<file path="src/rtl/fft_wr_addr_gen_pkg.sv">
// Shared FFT definitions: default sizes, controller state encoding and the
// in-place butterfly address function used by read- and write-side generators.
package fft_wr_addr_gen_pkg;

  localparam int unsigned DEF_N_LOG2 = 7;
  localparam int unsigned DEF_DW     = 16;
  localparam int unsigned LAYER_W    = 3;

  localparam logic [1:0] ST_IDLE = 2'd0;
  localparam logic [1:0] ST_RUN  = 2'd1;
  localparam logic [1:0] ST_DONE = 2'd2;

  // Upper address of butterfly bf in layer: insert a 0 bit at position layer.
  function automatic int unsigned bf_addr_a(input int unsigned layer,
                                            input int unsigned bf);
    int unsigned half;
    half = 32'd1 << layer;
    return ((bf >> layer) << (layer + 32'd1)) | (bf & (half - 32'd1));
  endfunction

endpackage

</file>
<file path="src/rtl/fft_bf_addr.sv">
// Combinational (layer, butterfly) -> in-place RAM address pair.
//   layer    : current FFT layer
//   bf       : butterfly index within the layer
//   addr_a_c : upper operand address
//   addr_b_c : lower operand address (addr_a_c + 2^layer)
module fft_bf_addr
  import fft_wr_addr_gen_pkg::*;
#(
  parameter int unsigned N_LOG2 = DEF_N_LOG2
) (
  input  logic [LAYER_W-1:0] layer,
  input  logic [N_LOG2-2:0]  bf,
  output logic [N_LOG2-1:0]  addr_a_c,
  output logic [N_LOG2-1:0]  addr_b_c
);

  localparam int unsigned AW = N_LOG2;

  always_comb begin
    addr_a_c = AW'(bf_addr_a(32'(layer), 32'(bf)));
    addr_b_c = addr_a_c + (AW'(1) << layer);
  end

endmodule

</file>
<file path="src/rtl/fft_wr_addr_gen.sv">
// FFT write-back address generator: accepts butterfly result pairs, issues
// registered in-place RAM writes and tracks layer / transform completion.
//   clk, rst_n            : clock, async active-low reset
//   start                 : begin a new transform (honoured in IDLE only)
//   in_valid/in_ready     : result pair handshake
//   in_a, in_b            : butterfly upper/lower results {re, im}
//   wr_en                 : RAM write strobe (both ports)
//   wr_addr_a/b, wr_data_a/b : write address / data pairs
//   layer_cnt             : current layer
//   layer_done, fft_done  : completion pulses aligned with the last write
//   busy                  : transform in progress
module fft_wr_addr_gen
  import fft_wr_addr_gen_pkg::*;
#(
  parameter int unsigned N_LOG2 = DEF_N_LOG2,
  parameter int unsigned DW     = DEF_DW
) (
  input  logic                 clk,
  input  logic                 rst_n,
  input  logic                 start,
  input  logic                 in_valid,
  output logic                 in_ready,
  input  logic [2*DW-1:0]      in_a,
  input  logic [2*DW-1:0]      in_b,
  output logic                 wr_en,
  output logic [N_LOG2-1:0]    wr_addr_a,
  output logic [N_LOG2-1:0]    wr_addr_b,
  output logic [2*DW-1:0]      wr_data_a,
  output logic [2*DW-1:0]      wr_data_b,
  output logic [LAYER_W-1:0]   layer_cnt,
  output logic                 layer_done,
  output logic                 fft_done,
  output logic                 busy
);

  localparam int unsigned BW = N_LOG2 - 1;

  logic [1:0]        state;
  logic [1:0]        state_nxt;
  logic [BW-1:0]     bf_cnt;
  logic              xfer;
  logic              bf_last;
  logic              layer_last;
  logic [N_LOG2-1:0] addr_a_c;
  logic [N_LOG2-1:0] addr_b_c;

  // Decodes of the state register; no combinational input paths.
  assign in_ready   = (state == ST_RUN);
  assign busy       = (state == ST_RUN);
  assign xfer       = in_valid && (state == ST_RUN);
  assign bf_last    = &bf_cnt;
  assign layer_last = (layer_cnt == LAYER_W'(N_LOG2 - 1));

  fft_bf_addr #(
    .N_LOG2 (N_LOG2)
  ) u_bf_addr (
    .layer    (layer_cnt),
    .bf       (bf_cnt),
    .addr_a_c (addr_a_c),
    .addr_b_c (addr_b_c)
  );

  // State register
  always_ff @(posedge clk or negedge rst_n) begin
    if (!rst_n) state <= ST_IDLE;
    else        state <= state_nxt;
  end

  // Next-state logic
  always_comb begin
    state_nxt = state;
    case (state)
      ST_IDLE: if (start) state_nxt = ST_RUN;
      ST_RUN:  if (xfer && bf_last && layer_last) state_nxt = ST_DONE;
      ST_DONE: state_nxt = ST_IDLE;
      default: state_nxt = ST_IDLE;
    endcase
  end

  // Butterfly / layer counters; cleared on entry to RUN, held while stalled
  always_ff @(posedge clk or negedge rst_n) begin
    if (!rst_n) begin
      bf_cnt    <= '0;
      layer_cnt <= '0;
    end else if ((state == ST_IDLE) && start) begin
      bf_cnt    <= '0;
      layer_cnt <= '0;
    end else if (xfer) begin
      if (bf_last) begin
        bf_cnt    <= '0;
        layer_cnt <= layer_last ? '0 : layer_cnt + LAYER_W'(1);
      end else begin
        bf_cnt <= bf_cnt + BW'(1);
      end
    end
  end

  // Write port: one registered write per accepted pair
  always_ff @(posedge clk or negedge rst_n) begin
    if (!rst_n) begin
      wr_en      <= 1'b0;
      wr_addr_a  <= '0;
      wr_addr_b  <= '0;
      wr_data_a  <= '0;
      wr_data_b  <= '0;
      layer_done <= 1'b0;
      fft_done   <= 1'b0;
    end else begin
      wr_en      <= xfer;
      layer_done <= xfer && bf_last;
      fft_done   <= xfer && bf_last && layer_last;
      if (xfer) begin
        wr_addr_a <= addr_a_c;
        wr_addr_b <= addr_b_c;
        wr_data_a <= in_a;
        wr_data_b <= in_b;
      end
    end
  end

endmodule

</file>
<file path="config.mk">
export PLATFORM = sky130hd
export DESIGN_NAME = fft_wr_addr_gen
export DESIGN_NICKNAME = d
export VERILOG_FILES = /design/src/rtl/fft_wr_addr_gen_pkg.sv /design/src/rtl/fft_bf_addr.sv /design/src/rtl/fft_wr_addr_gen.sv
export SDC_FILE = /design/constraint.sdc
export NUM_CORES = 1
export LEC_CHECK = 0
export ABC_CLOCK_PERIOD_IN_PS = 3520
export CORE_UTILIZATION = 45
export DETAILED_ROUTE_END_ITERATION = 8
export PLACE_DENSITY_LB_ADDON = 0.3
export SYNTH_ARGS = -nofsm -noshare
export SYNTH_HDL_FRONTEND = slang
export SYNTH_SLANG_ARGS = --single-unit
</file>
<file path="constraint.sdc">
create_clock -name clk -period 3.52 [get_ports clk]
set_input_delay 0.352 -clock clk [delete_from_list [all_inputs] [get_ports clk]]
set_output_delay 0.352 -clock clk [all_outputs]
set_load 0.1 [all_outputs]
</file>
==> Word level (Yosys, flattened, before mapping) <==
Index checks and enable logic that the tools add are counted.
{ "totals": {"regBits": 92, "input_bits": 68, "out_inout_bits": 86, "word_cells": 45} }
{ "op_classes": {"add_sub_neg": 5, "n_eq_ne": 4, "shift": 4, "muxes": 10, "n_bitwise": 2, "reduce_logical": 10} }
{ "ops": {"columns": ["op", "n"], "rows": [
  ["$shl A32 B32 Y7", 1],
  ["$shr A6 B3 Y32", 1],
  ["$mux W6", 3],
  ["$shl A1 B3 Y7 const A", 2],
  ["$mux W3", 4],
  ["$add A7 B7 Y7", 1],
  ["$and A6 B7 Y7", 1],
  ["$or A7 B7 Y7", 1],
  ["$sub A7 B1 Y7 const B", 1],
  ["$add A6 B1 Y6 const B", 1],
  ["$reduce_and A6 Y1", 1],
  ["$add A3 B1 Y4 const B", 1],
  ["$logic_and A1 B1 Y1", 4],
  ["$mux W2", 2],
  ["$pmux W2 S2", 1],
  ["$reduce_and A2 Y1", 2],
  ["$reduce_bool A2 Y1", 2],
  ["$add A3 B1 Y3 const B", 1],
  ["$eq A3 B3 Y1 const B", 1],
  ["$eq A2 B1 Y1 const B", 1],
  ["$logic_not A2 Y1", 1],
  ["$ne A2 B1 Y1 const B", 1],
  ["$ne A2 B2 Y1 const B", 1]
]} }

==> Depth between registers and ports, before layout <==
{ "depth": {"word_depth": 6, "depth_mapped": 15, "mapped_depth_nobuf": 15} }

==> Modules after synthesis <==
From an unflattened synthesis, not the netlist that was laid out.
{ "hier_totals": {"cells_unflattened": 505, "hier_area_um2": 4420.5} }
{ "by_module_without_submodules": {"columns": ["module", "n_inst", "cells_each", "area_per_inst_um2", "seq_area_each_um2"], "rows": [
  ["fft_wr_addr_gen", 1, 400, 3633.5, 2302.2],
  ["fft_bf_addr", 1, 105, 787.0, 0.0]
]} }

==> Worst setup path after synthesis <==
Ideal clock, no wire load.
{ "synth_timing": {"path_kind": "register -> register", "from": "register layer_cnt[0]", "to": "register wr_addr_b[4]", "t_arrival_ps": 3686, "required_ps": 3395, "slack_ps": -292, "stages_incl_launch_ff": 13, "path_buffers": 1, "synth_period_minus_slack_ps": 3812, "cell_sequence": "dfrtp_1 inv_1 ha_1 clkbuf_1 o31ai_1 ha_1 fa_1 a21o_1 a22o_1 a21oi_1 nand2_1 xor2_1 mux2_2"} }
{ "synth_via": {"elab_chain_cells": 5, "word_cells_on_any_way": 9, "classes_between": "add/sub (3); shift (4); bitwise (2)"} }
{ "synth_lines": {"columns": ["element", "line", "rtl"], "rows": [
  ["start, declared", "fft_wr_addr_gen.sv:30", "output logic [LAYER_W-1:0] layer_cnt,"],
  ["start signal, assigned", "fft_wr_addr_gen.sv:91", "layer_cnt <= layer_last ? '0 : layer_cnt + LAYER_W'(1);"],
  ["parallel branches: the longest is 3 deep, another holds $add A3 B1 Y4", null, null],
  ["$or A7 B7 Y7 *", "fft_wr_addr_gen_pkg.sv:18", "return ((bf >> layer) << (layer + 32'd1)) | (bf & (half - 32'd1));"],
  ["named net addr_a_c[0]", "fft_wr_addr_gen.sv:44", "logic [N_LOG2-1:0] addr_a_c;"],
  ["$add A7 B7 Y7 *", "fft_bf_addr.sv:21", "addr_b_c = addr_a_c + (AW'(1) << layer);"],
  ["end signal, assigned", "fft_wr_addr_gen.sv:114", "wr_addr_b <= addr_b_c;"],
  ["end, declared", "fft_wr_addr_gen.sv:27", "output logic [N_LOG2-1:0] wr_addr_b,"]
]} }
Mark *: on every way through the listed nets, which the timed path passes.
A chain may end at the register's enable or synchronous reset.

==> Worst setup path after layout <==
{ "layout_timing": {"from": "register layer_cnt[1]", "to": "register wr_addr_b[6]"} }
The elaborated chain is that of the path after synthesis.

==> summary.txt <==
Route
  – DRC Markers: 0
  – DR vias: 3840
  – DR WL/cell: 14.9 um
  – TritonRoute pass-1 iters: 4
  – Via/cell ratio: 4.92
  – DRT antenna net count: 0
  – Final WL: 11600 um
  – DRT iter0 DRCs: 195

Timing
  – Final TNS setup: 0 ps
  – Final period utilization: 94.6%
  – Final worst path period need: 3330 ps
  – Final WS setup: 190 ps
  – # setup viols final: 0
  – RSZ-0062 raised after global routing: false
  – Worst-margin pin slew: 1020 ps
  – Max-slew headroom: 32.0%
  – Fin Clk Skew: 10.2 ps
  – Max frequency: 0.300 GHz
  – Count of pins over their slew limit: 0
  – Hold violation count in the final report: 0

Flow run
  – Max-cap violations: 0

Layout
  – Number of diodes: 0
  – Design area: 0.00625 mm^2
  – Synth-to-layout area growth: 41.9%
  – FILL cells: 765
  – Layout cell share with drive strength beyond 1: 7.37%
  – Multi-input logic area: 0.00194 mm^2
  – Nets: 728
  – Register area: 0.00231 mm^2
  – Final core utilization: 66.7%
  – Final non-filler cell total: 780

Global routing
  – Initial antenna violation count: 0
  – Largest net degree at the start of global routing: 82
  – GRT Total Usage: 23.4%
  – First-pass GRT wire length: 18600 um
  – GRT overflow: 0
  – Vias in the first global route: 3816

Synth
  – Ys async rst share: 100%
  – Yosys top cell area share: 52.3%
  – Synth Cell Area: 0.00441 mm^2
  – Number of flops mapped to enable cells by yosys: 0
  – Sequential fraction of the synthesis area: 52.3%
  – Seq cells post-synth: 92
  – Yosys warns: 0
  – Most frequent cells after synthesis: nand2_1 (230), dfrtp_1 (92), clkbuf_1 (18)
  – Largest cells by area after synthesis: dfrtp_1 (52%), nand2_1 (20%), ha_1 (3.4%)
  – Top-count cell post-synth: nand2_1
  – Top_reg_cell synth: dfrtp_1
  – Mapped Cells: 499
  – Yosys top cell by area: dfrtp_1
  – Yosys cell types: 52
  – Syn_area_per_cell: 8.83 um^2
  – Syn nets: 580

Place
  – Final RePlAce weighted congestion: 0.904
  – DPL Wire Length: 8140 um
  – DP Cell Count: 765
  – Pre-CTS WS: 266 ps
  – Port Buffer Count: 153
  – DP Area: 0.00605 mm^2

Floorplanning
  – Area of the die: 0.0102 mm^2
  – Width of the die: 101 um
  – IO Pins: 154
  – Row count: 35
  – CORE AREA: 0.00937 mm^2
  – Initial Utilization: 47.0%
  – DIE HEIGHT: 101 um

Setup path
  – Crit-path max FO: 18
  – Setup crit start kind: flop
  – Critical path data required time: 3730 ps
  – R2R setup slack: 190 ps
  – WS Path Type: reg -> reg
  – CP endpoint kind: flop
  – Worst EP arrival: 3540 ps

Clock network
  – Post-CTS setup buffers: 0
  – Worst-Skew Late Latency: 360 ps
  – Clk pin slew, worst setup/hold paths: 100 ps
  – CTS root buf: clkbuf_8
  – Num CTS Buffers: 9
  – CTS Hold Bufs: 0
  – CTS resizes: 0
  – CTS tree: built
  – Htree depth: 3
  – Clock sinks: 92
  – CTS max path bufs: 2

Power and ir drop
  – Pleak: 0.00299 uW
  – Peak supply drop: 318 uV
  – PwrDens: 690 mW/mm^2

Worst hold path
  – Min-delay worst type: in -> async

Status
  – Outcome: completed
## routing by layer
| metal | track usage, % | vias to the layer above | wire length [um] |
|---|---|---|---|
| met5 | 0 | - | 0 |
| met4 | 7.47 | 0 | 150 |
| met3 | 4.92 | 13 | 599 |
| met2 | 38.9 | 107 | 5510 |
| met1 | 30.8 | 1805 | 5380 |
| li1 | - | 1915 | - |
## metrics by stage
step                hold slack (ps)  total power (uW)
floorplan                      56.4              3020
global placement                456              3590
detailed placement              462              3610
CTS                             111              4340
global route                    144              4510
finish                         91.4              4310
## cell usage in the layout, fill, tap and decap left out, types with 2 or more instances in the layout
cell,instances
nand2_1,229
clkdlybuf4s50_1,152
dfrtp_1,89
nor2_1,14
ha_1,12
buf_4,12
a21oi_1,11
o21ai_0,10
clkbuf_8,9
nand3_1,8
xor2_1,8
inv_1,7
a31oi_1,6
mux2_2,6
nor3_1,5
mux2i_1,4
a211oi_1,4
nand2b_1,4
o31ai_1,4
xnor2_1,4
inv_2,3
nor2b_1,3
nor3b_1,3
nand4_1,3
inv_6,3
dfrtp_2,3
and2_1,2
o211ai_1,2
o21ai_1,2
and3_1,2
## final timing paths
| check | start | endpoint | cells past startpoint |
|---|---|---|---|
| hold reg to reg | wr_data_b[24]$_DFFE_PN0P_ | wr_data_b[24]$_DFFE_PN0P_ | 2 |
| setup reg to reg | layer_cnt[1]$_DFFE_PN0P_ | wr_addr_b[6]$_DFFE_PN0P_ | 15 |
| setup / recovery | layer_cnt[1]$_DFFE_PN0P_ | wr_addr_b[6]$_DFFE_PN0P_ | 15 |
| hold / removal | rst_n | wr_data_a[26]$_DFFE_PN0P_ | 1 |
| min in group clk | wr_data_b[24]$_DFFE_PN0P_ | wr_data_b[24]$_DFFE_PN0P_ | 2 |
| max in group asynchronous | rst_n | wr_addr_a[5]$_DFFE_PN0P_ | 2 |
## where the power goes
part | switching, uW | internal (uW)
registers | 134 | 1240
logic | 1650 | 563
clock network | 389 | 333
## area by class of cell
class                   count  share of cell area [%]
clock buffers               9                    1.98
multi-input cells         370                    31.0
repair buffers            164                    25.8
inverters                  10                   0.601
well taps                 129                    2.58
clock inverters             6                    1.16
flip-flops and latches     92                    36.9
## worst max-delay path, stage by stage, from the launching register on
cell	delay, ps
dfrtp_2	570
inv_2	150
ha_1	290
nand2_1	150
ha_1	300
nand2b_1	130
xnor2_1	140
nand2_1	70
o31ai_1	70
a221o_1	380
ha_1	360
o21a_1	130
nor2_1	40
a31oi_1	180
xnor2_1	150
o21ai_1	70
## registers in the layout (all words and copies together) (netlist names), 2 cells and up
name,flops
wr_data_a,32
wr_addr_b,7
wr_data_b,32
layer_cnt,3
wr_addr_a,7
state,2
bf_cnt,6
## cell families (layout without fill, tap and decap cells)
logic type,Yosys count,in the layout,share of synthesized area (%)
AOI/OAI and AO/OA,51,51,8.26
xor gates and xnor gates,12,12,2.39
muxes,10,10,2.44
buffers and inverters,37,189,4.00
DFF,92,92,52.3
adders and majority gates,13,13,3.86
and+or+nand+nor,284,284,26.8
(Power assumes the default switching activity.)
==> patch 1 (same flow settings) <==
The package constant `DEF_N_LOG2` goes from 7 to 6.
--- a/src/rtl/fft_wr_addr_gen_pkg.sv
+++ b/src/rtl/fft_wr_addr_gen_pkg.sv
@@ -2,7 +2,7 @@
 // in-place butterfly address function used by read- and write-side generators.
 package fft_wr_addr_gen_pkg;
 
-  localparam int unsigned DEF_N_LOG2 = 7;
+  localparam int unsigned DEF_N_LOG2 = 6;
   localparam int unsigned DEF_DW     = 16;
   localparam int unsigned LAYER_W    = 3;
 
Ports: changed (resized wr_addr_a and wr_addr_b); port bits go from 154 to 152. No check against the original RTL was run, so the function may have changed too.
==> patch 1 against the unedited design <==
  * Sequential cell count fell by 3
  * Worst setup slack improved by 0.088 ns
  * Final area fell by 5.7%
  * Routed wire length fell by 11%
  * Total power fell by 4.4%
  * Largest cell class unchanged
  * Combinational power fell by 7%
  * Area after synthesis fell by 6.8%
  * Synthesized cell count fell by 7.6%
  * Critical path depth fell by 4
  * Via count fell by 4.7%
==> patch 1: results (changes against the unedited design) <==
<table>
<tr><th>Metric</th><th>Value</th></tr>
<tr><th colspan="2">STA</th></tr>
<tr><td>Max transition margin</td><td>26.60% (was 31.95%)</td></tr>
<tr><th colspan="2">Layout</th></tr>
<tr><td>Post-route non-filler standard cell count</td><td>719 (was 780)</td></tr>
<tr><td>Layout Nets</td><td>687 (was 728)</td></tr>
<tr><th colspan="2">Placement</th></tr>
<tr><td>Cells after DPL</td><td>703 (was 765)</td></tr>
<tr><td>Placed cell areas</td><td>0.005689 mm^2 (was 0.006046 mm^2)</td></tr>
<tr><td>Number of buffers inserted by port buffering</td><td>151 (was 153)</td></tr>
<tr><td>Post-DP HPWL</td><td>7.374 mm (was 8.139 mm)</td></tr>
<tr><th colspan="2">Yosys</th></tr>
<tr><td>Most frequent cells after synthesis</td><td>sky130_fd_sc_hd__nand2_1 (224), sky130_fd_sc_hd__dfrtp_1 (89), sky130_fd_sc_hd__clkbuf_1 (13), sky130_fd_sc_hd__o21ai_0 (13), sky130_fd_sc_hd__ha_1 (12) (was sky130_fd_sc_hd__nand2_1 (230), sky130_fd_sc_hd__dfrtp_1 (92), sky130_fd_sc_hd__clkbuf_1 (18))</td></tr>
<tr><td>Xor/xnor share of the synthesized area</td><td>1.067% (was 2.386%)</td></tr>
<tr><td>Sequential cell area fraction in the yosys report</td><td>54.25% (was 52.26%)</td></tr>
<tr><td>Adder-cell share of the synthesized area</td><td>4.145% (was 3.863%)</td></tr>
<tr><th colspan="2">Setup path</th></tr>
<tr><td>Largest driver fanout on the critical path</td><td>10 (was 18)</td></tr>
<tr><td>Crit path DAT</td><td>3.53 ns (was 3.54 ns)</td></tr>
<tr><td>Worst stage delay on the critical path</td><td>0.51 ns (was 0.57 ns)</td></tr>
<tr><th colspan="2">Routing</th></tr>
<tr><td>Detailed Route WL</td><td>10.41 mm (was 11.64 mm)</td></tr>
<tr><th colspan="2">Power and ir drop</th></tr>
<tr><td>Leakage power total</td><td>0.002840 uW (was 0.002987 uW)</td></tr>
<tr><th colspan="2">GRT</th></tr>
<tr><td>Global Route Usage Sum</td><td>22.60% (was 23.44%)</td></tr>
<tr><td>Maximum number of pins on one net before global-route repair</td><td>85 (was 82)</td></tr>
<tr><td>Via count of the first global-routing pass</td><td>3566 (was 3816)</td></tr>
<tr><th colspan="2">Status</th></tr>
<tr><td>Run status</td><td>completed (unchanged)</td></tr>
</table>
## patch 1: layout make-up
| type | instances | area, um^2 | share of cell area (%) |
|---|---|---|---|
| Sequential cell | 89 | 2231 | 37.87 |
| Multi-Input combinational cell | 341 | 1732 | 29.40 |
| Timing Repair Buffer | 159 | 1569 | 26.64 |
| Tap cell | 108 | 135.1 | 2.294 |
| Clock buffer | 10 | 127.6 | 2.167 |
| Clock inverter | 6 | 73.82 | 1.253 |
| Inverter | 6 | 22.52 | 0.3823 |
## patch 1: power by group
group | switching [uW] | total [uW] | internal, uW
clock network | 388 | 727 | 339
registers | 132 | 1330 | 1200
logic | 1560 | 2060 | 506
total | 2080 | 4120 | 2040
## patch 1: layer usage
metal,routed length [um],part of all wire (%),track usage [%],vias up
met5,0,0,0,-
met4,209,2.0,8.145,0
met3,636,6.1,5.971,17
met2,5058,49,35.56,120
met1,4508,43,30.13,1738
li1,-,-,-,1784
## patch 1: critical path, delay by kind of cell, from the launching register on
family	cells	cell delay (ns)
simple gates	3	1.16
fa+ha+maj	3	0.81
compound gates	5	0.69
flops	1	0.50
## patch 1: cells by family (layout without fill, tap and decap cells)
kind of cell | after synthesis | count (layout)
and+or+nand+nor | 267 | 267
AOI/OAI and AO/OA | 51 | 51
muxes | 5 | 5
xor gates and xnor gates | 5 | 5
adders and majority gates | 13 | 13
DFF | 89 | 89
buffers and inverters | 31 | 181
## patch 1: final timing paths
path,startpoint,end,slack [ns],cells after the start
max reg2reg,layer_cnt[1],wr_addr_b[5],0.28,11
max in group asynchronous,rst_n,wr_data_a[22],2.53,2
min in group clk,wr_data_a[20],wr_data_a[20],0.48,2
max,layer_cnt[1],wr_addr_b[5],0.28,11
min reg2reg,wr_data_a[20],wr_data_a[20],0.48,2
min,rst_n,wr_data_b[16],0.05,1
==> patch 2 (config.mk and constraints unchanged) <==
Without the edit above. Put one more register stage on the output `layer_cnt`, with the module's reset. The value now appears one clock later. The other outputs are not delayed to match.
--- a/src/rtl/fft_wr_addr_gen.sv
+++ b/src/rtl/fft_wr_addr_gen.sv
@@ -35,6 +35,8 @@
 
   localparam int unsigned BW = N_LOG2 - 1;
 
+  logic [LAYER_W-1:0] layer_cnt_s0;
+
   logic [1:0]        state;
   logic [1:0]        state_nxt;
   logic [BW-1:0]     bf_cnt;
@@ -49,12 +51,12 @@
   assign busy       = (state == ST_RUN);
   assign xfer       = in_valid && (state == ST_RUN);
   assign bf_last    = &bf_cnt;
-  assign layer_last = (layer_cnt == LAYER_W'(N_LOG2 - 1));
+  assign layer_last = (layer_cnt_s0 == LAYER_W'(N_LOG2 - 1));
 
   fft_bf_addr #(
     .N_LOG2 (N_LOG2)
   ) u_bf_addr (
-    .layer    (layer_cnt),
+    .layer    (layer_cnt_s0),
     .bf       (bf_cnt),
     .addr_a_c (addr_a_c),
     .addr_b_c (addr_b_c)
@@ -81,14 +83,14 @@
   always_ff @(posedge clk or negedge rst_n) begin
     if (!rst_n) begin
       bf_cnt    <= '0;
-      layer_cnt <= '0;
+      layer_cnt_s0 <= '0;
     end else if ((state == ST_IDLE) && start) begin
       bf_cnt    <= '0;
-      layer_cnt <= '0;
+      layer_cnt_s0 <= '0;
     end else if (xfer) begin
       if (bf_last) begin
         bf_cnt    <= '0;
-        layer_cnt <= layer_last ? '0 : layer_cnt + LAYER_W'(1);
+        layer_cnt_s0 <= layer_last ? '0 : layer_cnt_s0 + LAYER_W'(1);
       end else begin
         bf_cnt <= bf_cnt + BW'(1);
       end
@@ -118,5 +120,13 @@
     end
   end
 
+  always_ff @(posedge clk or negedge rst_n) begin
+    if (!rst_n) begin
+      layer_cnt <= '0;
+    end else begin
+      layer_cnt <= layer_cnt_s0;
+    end
+  end
+
 endmodule
 
Behaviour: no difference found for any inputs over 10 cycles, from zero or initial values and one cycle with rst_n low; that may be too few to reach the edited logic, so the function may still have changed.
==> patch 2 against the unedited design <==
  * Area after synthesis increased by 1.7%
  * Non-clock buffer count unchanged
  * Via count increased by 3.4%
  * Final cell count increased by 1.0%
  * Combinational power about the same
  * Final area increased by 1.1%
  * Total power increased by 0.44%
  * Sequential cell count increased by 3
  * Core utilization decreased by 1.7 points
  * Worst setup slack improved by 0.13 ns
  * Routed wire length decreased by 1.1%
  * Synthesized cell count increased by 0.60%
  * Critical path type unchanged
  * Count of clock-buffer cells in the layout increased by 1
==> patch 2: results (changes against the unedited design) <==
<table>
<tr><th>Metric</th><th>Value</th></tr>
<tr><th colspan="2">Setup path</th></tr>
<tr><td>Count of cells along the worst register-to-register path</td><td>12 (was 15)</td></tr>
<tr><td>Terminus of the critical flop-to-flop path</td><td>wr_addr_b[3] (was wr_addr_b[6])</td></tr>
<tr><td>Crit path DAT</td><td>3.41 ns (was 3.54 ns)</td></tr>
<tr><td>Launch instance of the worst register-to-register path</td><td>layer_cnt_s0[1] (was layer_cnt[1])</td></tr>
<tr><td>Largest driver fanout on the critical path</td><td>11 (was 18)</td></tr>
<tr><th colspan="2">Status</th></tr>
<tr><td>Run status</td><td>completed (unchanged)</td></tr>
<tr><th colspan="2">Yosys</th></tr>
<tr><td>Xor/xnor share of the synthesized area</td><td>2.346% (was 2.386%)</td></tr>
<tr><td>Most frequent cells after synthesis</td><td>sky130_fd_sc_hd__nand2_1 (230), sky130_fd_sc_hd__dfrtp_1 (95), sky130_fd_sc_hd__clkbuf_1 (18) (was sky130_fd_sc_hd__nand2_1 (230), sky130_fd_sc_hd__dfrtp_1 (92), sky130_fd_sc_hd__clkbuf_1 (18))</td></tr>
<tr><td>Number of library cell types mapped by synthesis</td><td>51 (was 52)</td></tr>
<tr><td>Multiplexer fraction of the synthesized cell area</td><td>2.402% (was 2.442%)</td></tr>
<tr><td>Sequential cell area fraction in the yosys report</td><td>53.07% (was 52.26%)</td></tr>
<tr><td>Syn nets</td><td>583 (was 580)</td></tr>
<tr><td>Compound-Gate Fraction of Synth Area</td><td>8.128% (was 8.265%)</td></tr>
<tr><th colspan="2">Power and ir drop</th></tr>
<tr><td>Max IR drop VDD</td><td>0.3388 mV (was 0.3182 mV)</td></tr>
<tr><th colspan="2">Placement</th></tr>
<tr><td>Routability Congestion</td><td>0.8538 (was 0.9044)</td></tr>
<tr><td>Cells after DPL</td><td>772 (was 765)</td></tr>
<tr><th colspan="2">GRT</th></tr>
<tr><td>Global-route wire length before repair</td><td>18.26 mm (was 18.62 mm)</td></tr>
<tr><td>Via count of the first global-routing pass</td><td>3757 (was 3816)</td></tr>
<tr><th colspan="2">Layout</th></tr>
<tr><td>Fraction of layout cells with a size suffix above 1</td><td>6.870% (was 7.373%)</td></tr>
<tr><td>Post-route non-filler standard cell count</td><td>788 (was 780)</td></tr>
<tr><th colspan="2">Floorplanning</th></tr>
<tr><td>Placement row count</td><td>36 (was 35)</td></tr>
<tr><th colspan="2">Routing</th></tr>
<tr><td>Via count</td><td>3970 (was 3840)</td></tr>
<tr><td>Detailed router's first-iteration violation count</td><td>171 (was 195)</td></tr>
<tr><th colspan="2">STA</th></tr>
<tr><td>Max transition margin</td><td>31.18% (was 31.95%)</td></tr>
<tr><td>Post-route clock skew</td><td>0.01680 ns (was 0.01018 ns)</td></tr>
</table>
patch 2: how the worst max path moves through the flow:
stage	depth (start not counted)	start	slack [ns]	to
floorplan	8	state[1]	0.21	layer_cnt_s0[0]
detailed placement	12	layer_cnt_s0[1]	0.29	wr_addr_b[3]
CTS	12	layer_cnt_s0[1]	0.26	wr_addr_b[3]
global route	15	layer_cnt_s0[0]	0.05	wr_addr_b[6]
global placement	12	layer_cnt_s0[1]	0.42	wr_addr_b[4]
finish	12	layer_cnt_s0[1]	0.32	wr_addr_b[3]
patch 2: cells by family (layout without fill, tap and decap cells):
kind of cell / after synthesis / in the layout
adders and majority gates: 13 / 13
DFF: 95 / 95
AOI/OAI and AO/OA: 51 / 51
and+or+nand+nor: 284 / 284
buffers and inverters: 37 / 190
xor gates and xnor gates: 12 / 12
muxes: 10 / 10
patch 2: stage by stage:
stage	hold slack (ns)	setup slack [ns]	power (uW)	cell area, um^2
floorplan	0.05641	0.2136	3054	4479
global placement	0.4411	0.4209	3621	6117
detailed placement	0.4569	0.2942	3645	6117
CTS	0.05544	0.2646	4364	6317
global route	0.08313	0.05454	4525	6319
finish	0.03663	0.3217	4333	6319
patch 2: layout make-up:
type,instances,area (um^2)
clock buffers,10,137.6
clock inverters,6,62.56
fillers,843,3411
inverters,10,37.54
multi-input cells,370,1924
flip-flops and latches,95,2379
well taps,133,166.4
repair buffers,164,1612
patch 2: worst reg2reg max path, cell delays in order (launching register included):
cell and delay (ns):
sky130_fd_sc_hd__dfrtp_2 0.47, sky130_fd_sc_hd__buf_4 0.20, sky130_fd_sc_hd__mux2i_1 0.14, sky130_fd_sc_hd__a211oi_1 0.27, sky130_fd_sc_hd__a31oi_1 0.12, sky130_fd_sc_hd__o32ai_1 0.56, sky130_fd_sc_hd__ha_1 0.34, sky130_fd_sc_hd__a21oi_1 0.23
sky130_fd_sc_hd__nor2b_1 0.08, sky130_fd_sc_hd__o21ai_0 0.18, sky130_fd_sc_hd__o211a_1 0.23, sky130_fd_sc_hd__xor2_1 0.16, sky130_fd_sc_hd__o21ai_0 0.08
patch 2: what timing repair did:
action / 4_1_cts / 5_1_grt
buffers inserted: 0 / 0
gates resized for setup: 0 / 1
endpoints found under the setup margin: 0 / 1
patch 2: layer usage:
| layer | GRT usage, % | wire, um | vias to the layer above |
|---|---|---|---|
| met5 | 0 | 0 | - |
| met4 | 9.030 | 221 | 0 |
| met3 | 5.383 | 695 | 14 |
| met2 | 36.75 | 5651 | 120 |
| met1 | 29.70 | 4944 | 1917 |
| li1 | - | - | 1919 |
patch 2: power breakdown:
| group | internal [uW] | switching (uW) | total (uW) |
|---|---|---|---|
| clock | 296 | 412 | 708 |
| sequential | 1280 | 132 | 1410 |
| combinational | 559 | 1660 | 2220 |
